`config.mk`:
```
export PLATFORM = sky130hd
export DESIGN_NAME = mc_main_ctrl
export DESIGN_NICKNAME = d
export VERILOG_FILES = /design/src/rtl/mc_main_ctrl_pkg.sv /design/src/rtl/mc_main_ctrl_outdec.sv /design/src/rtl/mc_main_ctrl.sv
export SDC_FILE = /design/constraint.sdc
export NUM_CORES = 1
export LEC_CHECK = 0
export CORE_MARGIN = 2
export CORE_UTILIZATION = 38
export DETAILED_ROUTE_END_ITERATION = 7
export PLACE_DENSITY = 0.79
export SYNTH_ARGS = -nofsm -noshare
export SYNTH_HDL_FRONTEND = slang
export SYNTH_SLANG_ARGS = --single-unit
```
`constraint.sdc`:
```
create_clock -name clk_i -period 1.6 [get_ports clk_i]
set_input_delay 0.32 -clock clk_i [delete_from_list [all_inputs] [get_ports clk_i]]
set_output_delay 0.32 -clock clk_i [all_outputs]
set_load 0.02 [all_outputs]
```
`src/rtl/mc_main_ctrl_pkg.sv`:
```
// Shared definitions for the multicycle MIPS main controller: opcodes, state
// encodings, ALU/mux codes and the control word produced by the decoder.
package mc_main_ctrl_pkg;

    typedef enum logic [3:0] {
        ST_FETCH    = 4'd0,
        ST_DECODE   = 4'd1,
        ST_MEMADR   = 4'd2,
        ST_MEMRD    = 4'd3,
        ST_MEMWB    = 4'd4,
        ST_MEMWR    = 4'd5,
        ST_EXECUTE  = 4'd6,
        ST_ALUWB    = 4'd7,
        ST_BRANCH   = 4'd8,
        ST_ADDIEXEC = 4'd9,
        ST_ADDIWB   = 4'd10,
        ST_JUMP     = 4'd11,
        ST_JR       = 4'd12
    } state_t;

    localparam logic [5:0] OP_RTYPE = 6'b000000;
    localparam logic [5:0] OP_J     = 6'b000010;
    localparam logic [5:0] OP_BEQ   = 6'b000100;
    localparam logic [5:0] OP_ADDI  = 6'b001000;
    localparam logic [5:0] OP_LB    = 6'b100000;
    localparam logic [5:0] OP_SB    = 6'b101000;
    localparam logic [5:0] FUNCT_JR = 6'b001000;

    // ALU op codes are shared with the ALU controller
    localparam logic [1:0] ALUOP_ADD   = 2'b00;
    localparam logic [1:0] ALUOP_SUB   = 2'b01;
    localparam logic [1:0] ALUOP_FUNCT = 2'b10;

    localparam logic [1:0] SRCB_B      = 2'b00;
    localparam logic [1:0] SRCB_FOUR   = 2'b01;
    localparam logic [1:0] SRCB_IMM    = 2'b10;
    localparam logic [1:0] SRCB_IMM_SH = 2'b11;

    localparam logic [1:0] PCSRC_ALU    = 2'b00;
    localparam logic [1:0] PCSRC_ALUOUT = 2'b01;
    localparam logic [1:0] PCSRC_JUMP   = 2'b10;
    localparam logic [1:0] PCSRC_REG    = 2'b11;

    typedef struct packed {
        logic       iord;
        logic       memwrite;
        logic       irwrite;
        logic       regwrite;
        logic       regdst;
        logic       memtoreg;
        logic       alusrca;
        logic [1:0] alusrcb;
        logic [1:0] aluop;
        logic [1:0] pcsrc;
        logic       pcwrite;
        logic       branch;
    } ctrl_t;

    localparam ctrl_t CTRL_IDLE = '0;

    function automatic logic op_supported(input logic [5:0] op);
        return (op == OP_RTYPE) || (op == OP_J)  || (op == OP_BEQ) ||
               (op == OP_ADDI)  || (op == OP_LB) || (op == OP_SB);
    endfunction

    // Unsupported opcodes fall back to FETCH, i.e. execute as a NOP
    function automatic state_t decode_next(input logic [5:0] op, input logic [5:0] funct);
        state_t st;
        case (op)
            OP_LB, OP_SB: st = ST_MEMADR;
            OP_RTYPE:     st = (funct == FUNCT_JR) ? ST_JR : ST_EXECUTE;
            OP_BEQ:       st = ST_BRANCH;
            OP_ADDI:      st = ST_ADDIEXEC;
            OP_J:         st = ST_JUMP;
            default:      st = ST_FETCH;
        endcase
        return st;
    endfunction

endpackage

```
`src/rtl/mc_main_ctrl_outdec.sv`:
```
// Combinational state -> control word decoder for the main controller.
// Only FETCH looks at memory ready; every other state is a pure Moore decode.
module mc_main_ctrl_outdec
    import mc_main_ctrl_pkg::*;
(
    input  state_t i_state,
    input  logic   i_ready,
    output ctrl_t  o_ctrl
);

    always_comb begin
        o_ctrl = CTRL_IDLE;
        case (i_state)
            ST_FETCH: begin
                o_ctrl.alusrcb = SRCB_FOUR;
                o_ctrl.irwrite = i_ready;
                o_ctrl.pcwrite = i_ready;
            end
            ST_DECODE: begin
                o_ctrl.alusrcb = SRCB_IMM_SH;
            end
            ST_MEMADR: begin
                o_ctrl.alusrca = 1'b1;
                o_ctrl.alusrcb = SRCB_IMM;
            end
            ST_MEMRD: begin
                o_ctrl.iord = 1'b1;
            end
            ST_MEMWB: begin
                o_ctrl.memtoreg = 1'b1;
                o_ctrl.regwrite = 1'b1;
            end
            ST_MEMWR: begin
                // strobe is held for the whole access until memory accepts it
                o_ctrl.iord     = 1'b1;
                o_ctrl.memwrite = 1'b1;
            end
            ST_EXECUTE: begin
                o_ctrl.alusrca = 1'b1;
                o_ctrl.aluop   = ALUOP_FUNCT;
            end
            ST_ALUWB: begin
                o_ctrl.regdst   = 1'b1;
                o_ctrl.regwrite = 1'b1;
            end
            ST_BRANCH: begin
                o_ctrl.alusrca = 1'b1;
                o_ctrl.aluop   = ALUOP_SUB;
                o_ctrl.pcsrc   = PCSRC_ALUOUT;
                o_ctrl.branch  = 1'b1;
            end
            ST_ADDIEXEC: begin
                o_ctrl.alusrca = 1'b1;
                o_ctrl.alusrcb = SRCB_IMM;
            end
            ST_ADDIWB: begin
                o_ctrl.regwrite = 1'b1;
            end
            ST_JUMP: begin
                o_ctrl.pcsrc   = PCSRC_JUMP;
                o_ctrl.pcwrite = 1'b1;
            end
            ST_JR: begin
                o_ctrl.pcsrc   = PCSRC_REG;
                o_ctrl.pcwrite = 1'b1;
            end
            default: o_ctrl = CTRL_IDLE;
        endcase
    end

endmodule

```
`src/rtl/mc_main_ctrl.sv`:
```
// Multicycle MIPS main controller: Moore FSM sequencing fetch/decode/execute,
// producing datapath enables, mux selects and the ALU op code.
module mc_main_ctrl
    import mc_main_ctrl_pkg::*;
#(
    parameter int OP_W    = 6,
    parameter int STATE_W = 4,
    parameter bit MEM_HS  = 1'b1
) (
    input  logic               clk_i,
    input  logic               rst_i,
    input  logic [OP_W-1:0]    op_i,
    input  logic [OP_W-1:0]    funct_i,
    input  logic               zero_i,
    input  logic               mem_ready_i,
    output logic               iord_o,
    output logic               memwrite_o,
    output logic               irwrite_o,
    output logic               regwrite_o,
    output logic               regdst_o,
    output logic               memtoreg_o,
    output logic               alusrca_o,
    output logic [1:0]         alusrcb_o,
    output logic [1:0]         aluop_o,
    output logic [1:0]         pcsrc_o,
    output logic               pcen_o,
    output logic               illegal_o,
    output logic [STATE_W-1:0] state_o
);

    state_t r_state;
    state_t w_next;
    ctrl_t  w_ctrl;
    logic   w_ready;

    assign w_ready = MEM_HS ? mem_ready_i : 1'b1;

    always_ff @(posedge clk_i) begin
        if (rst_i) begin
            r_state <= ST_FETCH;
        end else begin
            r_state <= w_next;
        end
    end

    always_comb begin
        w_next = ST_FETCH;
        case (r_state)
            ST_FETCH:    w_next = w_ready ? ST_DECODE : ST_FETCH;
            ST_DECODE:   w_next = decode_next(op_i, funct_i);
            ST_MEMADR:   w_next = (op_i == OP_SB) ? ST_MEMWR : ST_MEMRD;
            ST_MEMRD:    w_next = w_ready ? ST_MEMWB : ST_MEMRD;
            ST_MEMWR:    w_next = w_ready ? ST_FETCH : ST_MEMWR;
            ST_EXECUTE:  w_next = ST_ALUWB;
            ST_ADDIEXEC: w_next = ST_ADDIWB;
            default:     w_next = ST_FETCH;
        endcase
    end

    mc_main_ctrl_outdec u_outdec (
        .i_state (r_state),
        .i_ready (w_ready),
        .o_ctrl  (w_ctrl)
    );

    // Reset masks every output combinationally so nothing pending can fire
    always_comb begin
        iord_o     = w_ctrl.iord;
        memwrite_o = w_ctrl.memwrite;
        irwrite_o  = w_ctrl.irwrite;
        regwrite_o = w_ctrl.regwrite;
        regdst_o   = w_ctrl.regdst;
        memtoreg_o = w_ctrl.memtoreg;
        alusrca_o  = w_ctrl.alusrca;
        alusrcb_o  = w_ctrl.alusrcb;
        aluop_o    = w_ctrl.aluop;
        pcsrc_o    = w_ctrl.pcsrc;
        pcen_o     = w_ctrl.pcwrite | (w_ctrl.branch & zero_i);
        illegal_o  = (r_state == ST_DECODE) && !op_supported(op_i);
        state_o    = STATE_W'(r_state);
        if (rst_i) begin
            iord_o     = 1'b0;
            memwrite_o = 1'b0;
            irwrite_o  = 1'b0;
            regwrite_o = 1'b0;
            regdst_o   = 1'b0;
            memtoreg_o = 1'b0;
            alusrca_o  = 1'b0;
            alusrcb_o  = 2'b00;
            aluop_o    = 2'b00;
            pcsrc_o    = 2'b00;
            pcen_o     = 1'b0;
            illegal_o  = 1'b0;
            state_o    = '0;
        end
    end

endmodule

```
==> flow_summary.yaml <==
place:
  gp_congestion: 0.901
  place_inst: 164
  port_buffers: 34
  pre_cts_ws_ps: -772
  dpl.hpwl_um: 1940
  dpl_cell_area_mm2: 0.00122
synth:
  synth_edf_count: 0
  synth-seq-area-share: 0.127
  async_flop_share: 0
  synthTopCellsByArea: "dfxtp_1 13%, nor2_1 6.6%, nor3_1 6.4%"
  yosysTopAreaCell: "dfxtp_1"
  synth_fp_nets: 108
  synth_top_area_frac: 0.127
  syn_area_per_cell_um2: 6.83
  synth.most_common_cell: "nor2_1"
  synth_commonest_cells: "11 x nor2_1, 8 x nor3_1, 6 x a21oi_1, 5 x nor4_1"
  syn_area_um2: 628
  synth_ff_type: "dfxtp_1"
  syn_inst: 92
  synth_cell_type_count: 38
  ys_warn_count: 0
  synth-seq-cells: 4
setup_path:
  critical_path.max_stage_delay_ps: 370
  critPathLaunch: "r_state[3]$_SDFF_PP0_"
  timing_worst_setup_path_type: "reg -> out"
  worstSetupStartpointType: "flop"
  critPathMaxFanout: 9
  reg2reg_slack_ps: -170
  r2r-end: "r_state[0]$_SDFF_PP0_"
  required_ps: 1280
  cpMostUsedCell: "buf_4"
  r2r_start: "r_state[1]$_SDFF_PP0_"
  crit_chain: "buf_4 -> nor2_1 -> nor4b_2 -> buf_4"
  endpoint_kind: "primary output"
  cp.arrival_ps: 1590
  r2r_cells: 5
  cpMaxStageDelayCell: "dfxtp_4"
power:
  swShare: 0.381
  power.total_uw: 494
  internal_power_uw: 306
  p_per_area_mw_per_mm2: 338
  ir_drop_mv: 0.540
  p_sw_uw: 188
  power.share.combinational: 0.496
  p_clk_frac: 0.300
  leakage_nw: 0.639
  seq_power_share: 0.204
timing:
  fmax_mhz: 525
  drv_slew: 0
  setup_ws_ps: -306
  finalCritPeriodShare: 1.19
  relSlewSlack: 0.712
  hold_ws_ps: 533
  finalSetupViolCount: 15
  finalHoldViolations: 0
  rsz0062_at_grt: "true"
  worst_pin_slew_ps: 429
  min_period_ps: 1910
  finalClockSkew_ps: 12.3
finish:
  stdcell_area_mm2: 0.00146
  largest_register_ffs: 4
  fin_nets: 178
  fill_cells: 38
  synthToLayoutAreaGrowth_pct: 132
  insertedDiodeCount: 0
  layout-drive-gt1-share: 0.650
  largest-register: "r_state"
  stdcell_count: 176
  top_regs: "r_state (4)"
die:
  initial_core_util: 0.412
  die_x_um: 44.7
  core_area_mm2: 0.00152
  fp-row-count: 14
  die_area_mm2: 0.00199
  ioPinCount: 35
  die_h_um: 44.7
clocking:
  cts-hold-fix-buffers: 0
  cts-root-buf: "clkbuf_4"
  insertion_delay_ps: 270
  cts_made_buffers: 3
  cts.sinks: 4
  clkTransAtPathRegs_ps: 50
  cts_max_level: 1
  cts_tree: "done"
  cts_buffer_depth: 2
min_path:
  min_to: "r_state[3]$_SDFF_PP0_"
  min_from: "op_i[0]"
  holdPathStages: 4
  hold_path.class: "in -> reg"
global_routing:
  grt_pass1_wl_um: 5270
  grt_start_max_net_pins: 11
  grt_pass1_vias: 1159
  gr-total-overflow: 0
  antenna_found_initial: 0
  grt_util_all_layers: 0.364
drt:
  drcViolationCount: 0
  postRouteAntennaNets: 0
  routed_via_density: 6.65
  drt_first_pass_iters: 4
  drt_iter0_drc: 54
  wl_um: 4200
  wl_per_cell_um: 23.9
  vias: 1171
status:
  status: "complete, but fails checks"
  violations: "setup timing"
flow_run:
  cap_violations: 0
==> layer usage <==
layer	vias to the layer above	share of wire	routed length, um	global-route usage
met1	541	0.34	1430	0.359
li1	479	-	-	-
met3	44	0.078	327	0.0327
met4	0	0.092	386	0.200
met5	-	0	0	0
met2	107	0.49	2050	0.722
==> how the worst max path moves through the flow <==
stage	endpoint	slack, ps
3_3_place_gp	illegal_o	-750
5_1_grt	illegal_o	-360
3_5_place_dp	illegal_o	-770
2_1_floorplan	alusrcb_o[1]	-110
4_1_cts	pcen_o	-130
6_report	illegal_o	-310
==> placed cells by master (no fill, tap or decap), types with 2 or more instances in the layout <==
cell type / netlist / routed
nor3_4: 0 / 2
buf_2: 4 / 6
a211oi_2: 0 / 2
nor2_2: 0 / 2
nor3_2: 0 / 4
dlygate4sd2_1: 0 / 2
nor3_1: 8 / 2
buf_4: 1 / 37
nor4_4: 0 / 3
nor2b_4: 0 / 2
nor2_1: 11 / 8
a21o_1: 2 / 2
dfxtp_4: 0 / 3
clkdlybuf4s50_1: 0 / 8
nor4_2: 2 / 3
nor2b_1: 4 / 2
inv_1: 4 / 3
nand2b_4: 0 / 4
clkbuf_2: 0 / 3
buf_6: 1 / 17
a21oi_1: 6 / 5
nand2_1: 3 / 2
o21ai_0: 2 / 2
clkbuf_4: 0 / 3
xnor2_1: 3 / 3
nor4b_1: 3 / 2
==> critical path: cells and delay by family, from the launching register on <==
family | cells | cell delay [ps]
buffers and inverters | 2 | 400
flip-flops | 1 | 370
AND/OR/NAND/NOR | 2 | 540
==> power by group through the flow <==
| stage | Sequential, mW | Combinational [mW] | Clock (mW) |
|---|---|---|---|
| after global routing | 0.101 | 0.253 | 0.154 |
| after detailed placement | 0.106 | 0.193 | 0 |
| after floorplan | 0.106 | 0.0852 | 0 |
| final | 0.101 | 0.245 | 0.148 |
| after CTS | 0.101 | 0.213 | 0.134 |
| after global placement | 0.106 | 0.187 | 0 |
==> area by class of cell <==
cell class                      count  area (um^2)  area share
Sequential cell                     4         92.6      0.0634
Timing Repair Buffer               74          622       0.426
Inverter                            4         17.5      0.0120
Multi-Input combinational cell     75          686       0.470
Tap cell                           16         20.0      0.0137
Clock buffer                        3         22.5      0.0154
==> what timing repair did <==
item                       4_1_cts  5_1_grt
pin swaps                       16       11
setup endpoints to repair       23       21
setup buffers                    6        3
gates resized for setup        142       28
==> per-stage QoR <==
step                setup TNS [ps]   util
finish                       -1540  0.958
global route                 -2220  0.958
CTS                           -526  0.911
detailed placement          -12310  0.798
global placement            -11620  0.798
floorplan                     -414      -
==> logic make-up (layout without fill, tap and decap cells) <==
group / Yosys count / in the layout / synth area share
fa+ha+maj: 1 / 1 / 0.0179
xor+xnor: 3 / 3 / 0.0418
mux: 2 / 2 / 0.0319
compound gates: 22 / 22 / 0.245
simple gates: 47 / 47 / 0.432
buf+inv: 13 / 81 / 0.104
flops: 4 / 4 / 0.127
Power figures use the tool's default switching activity.
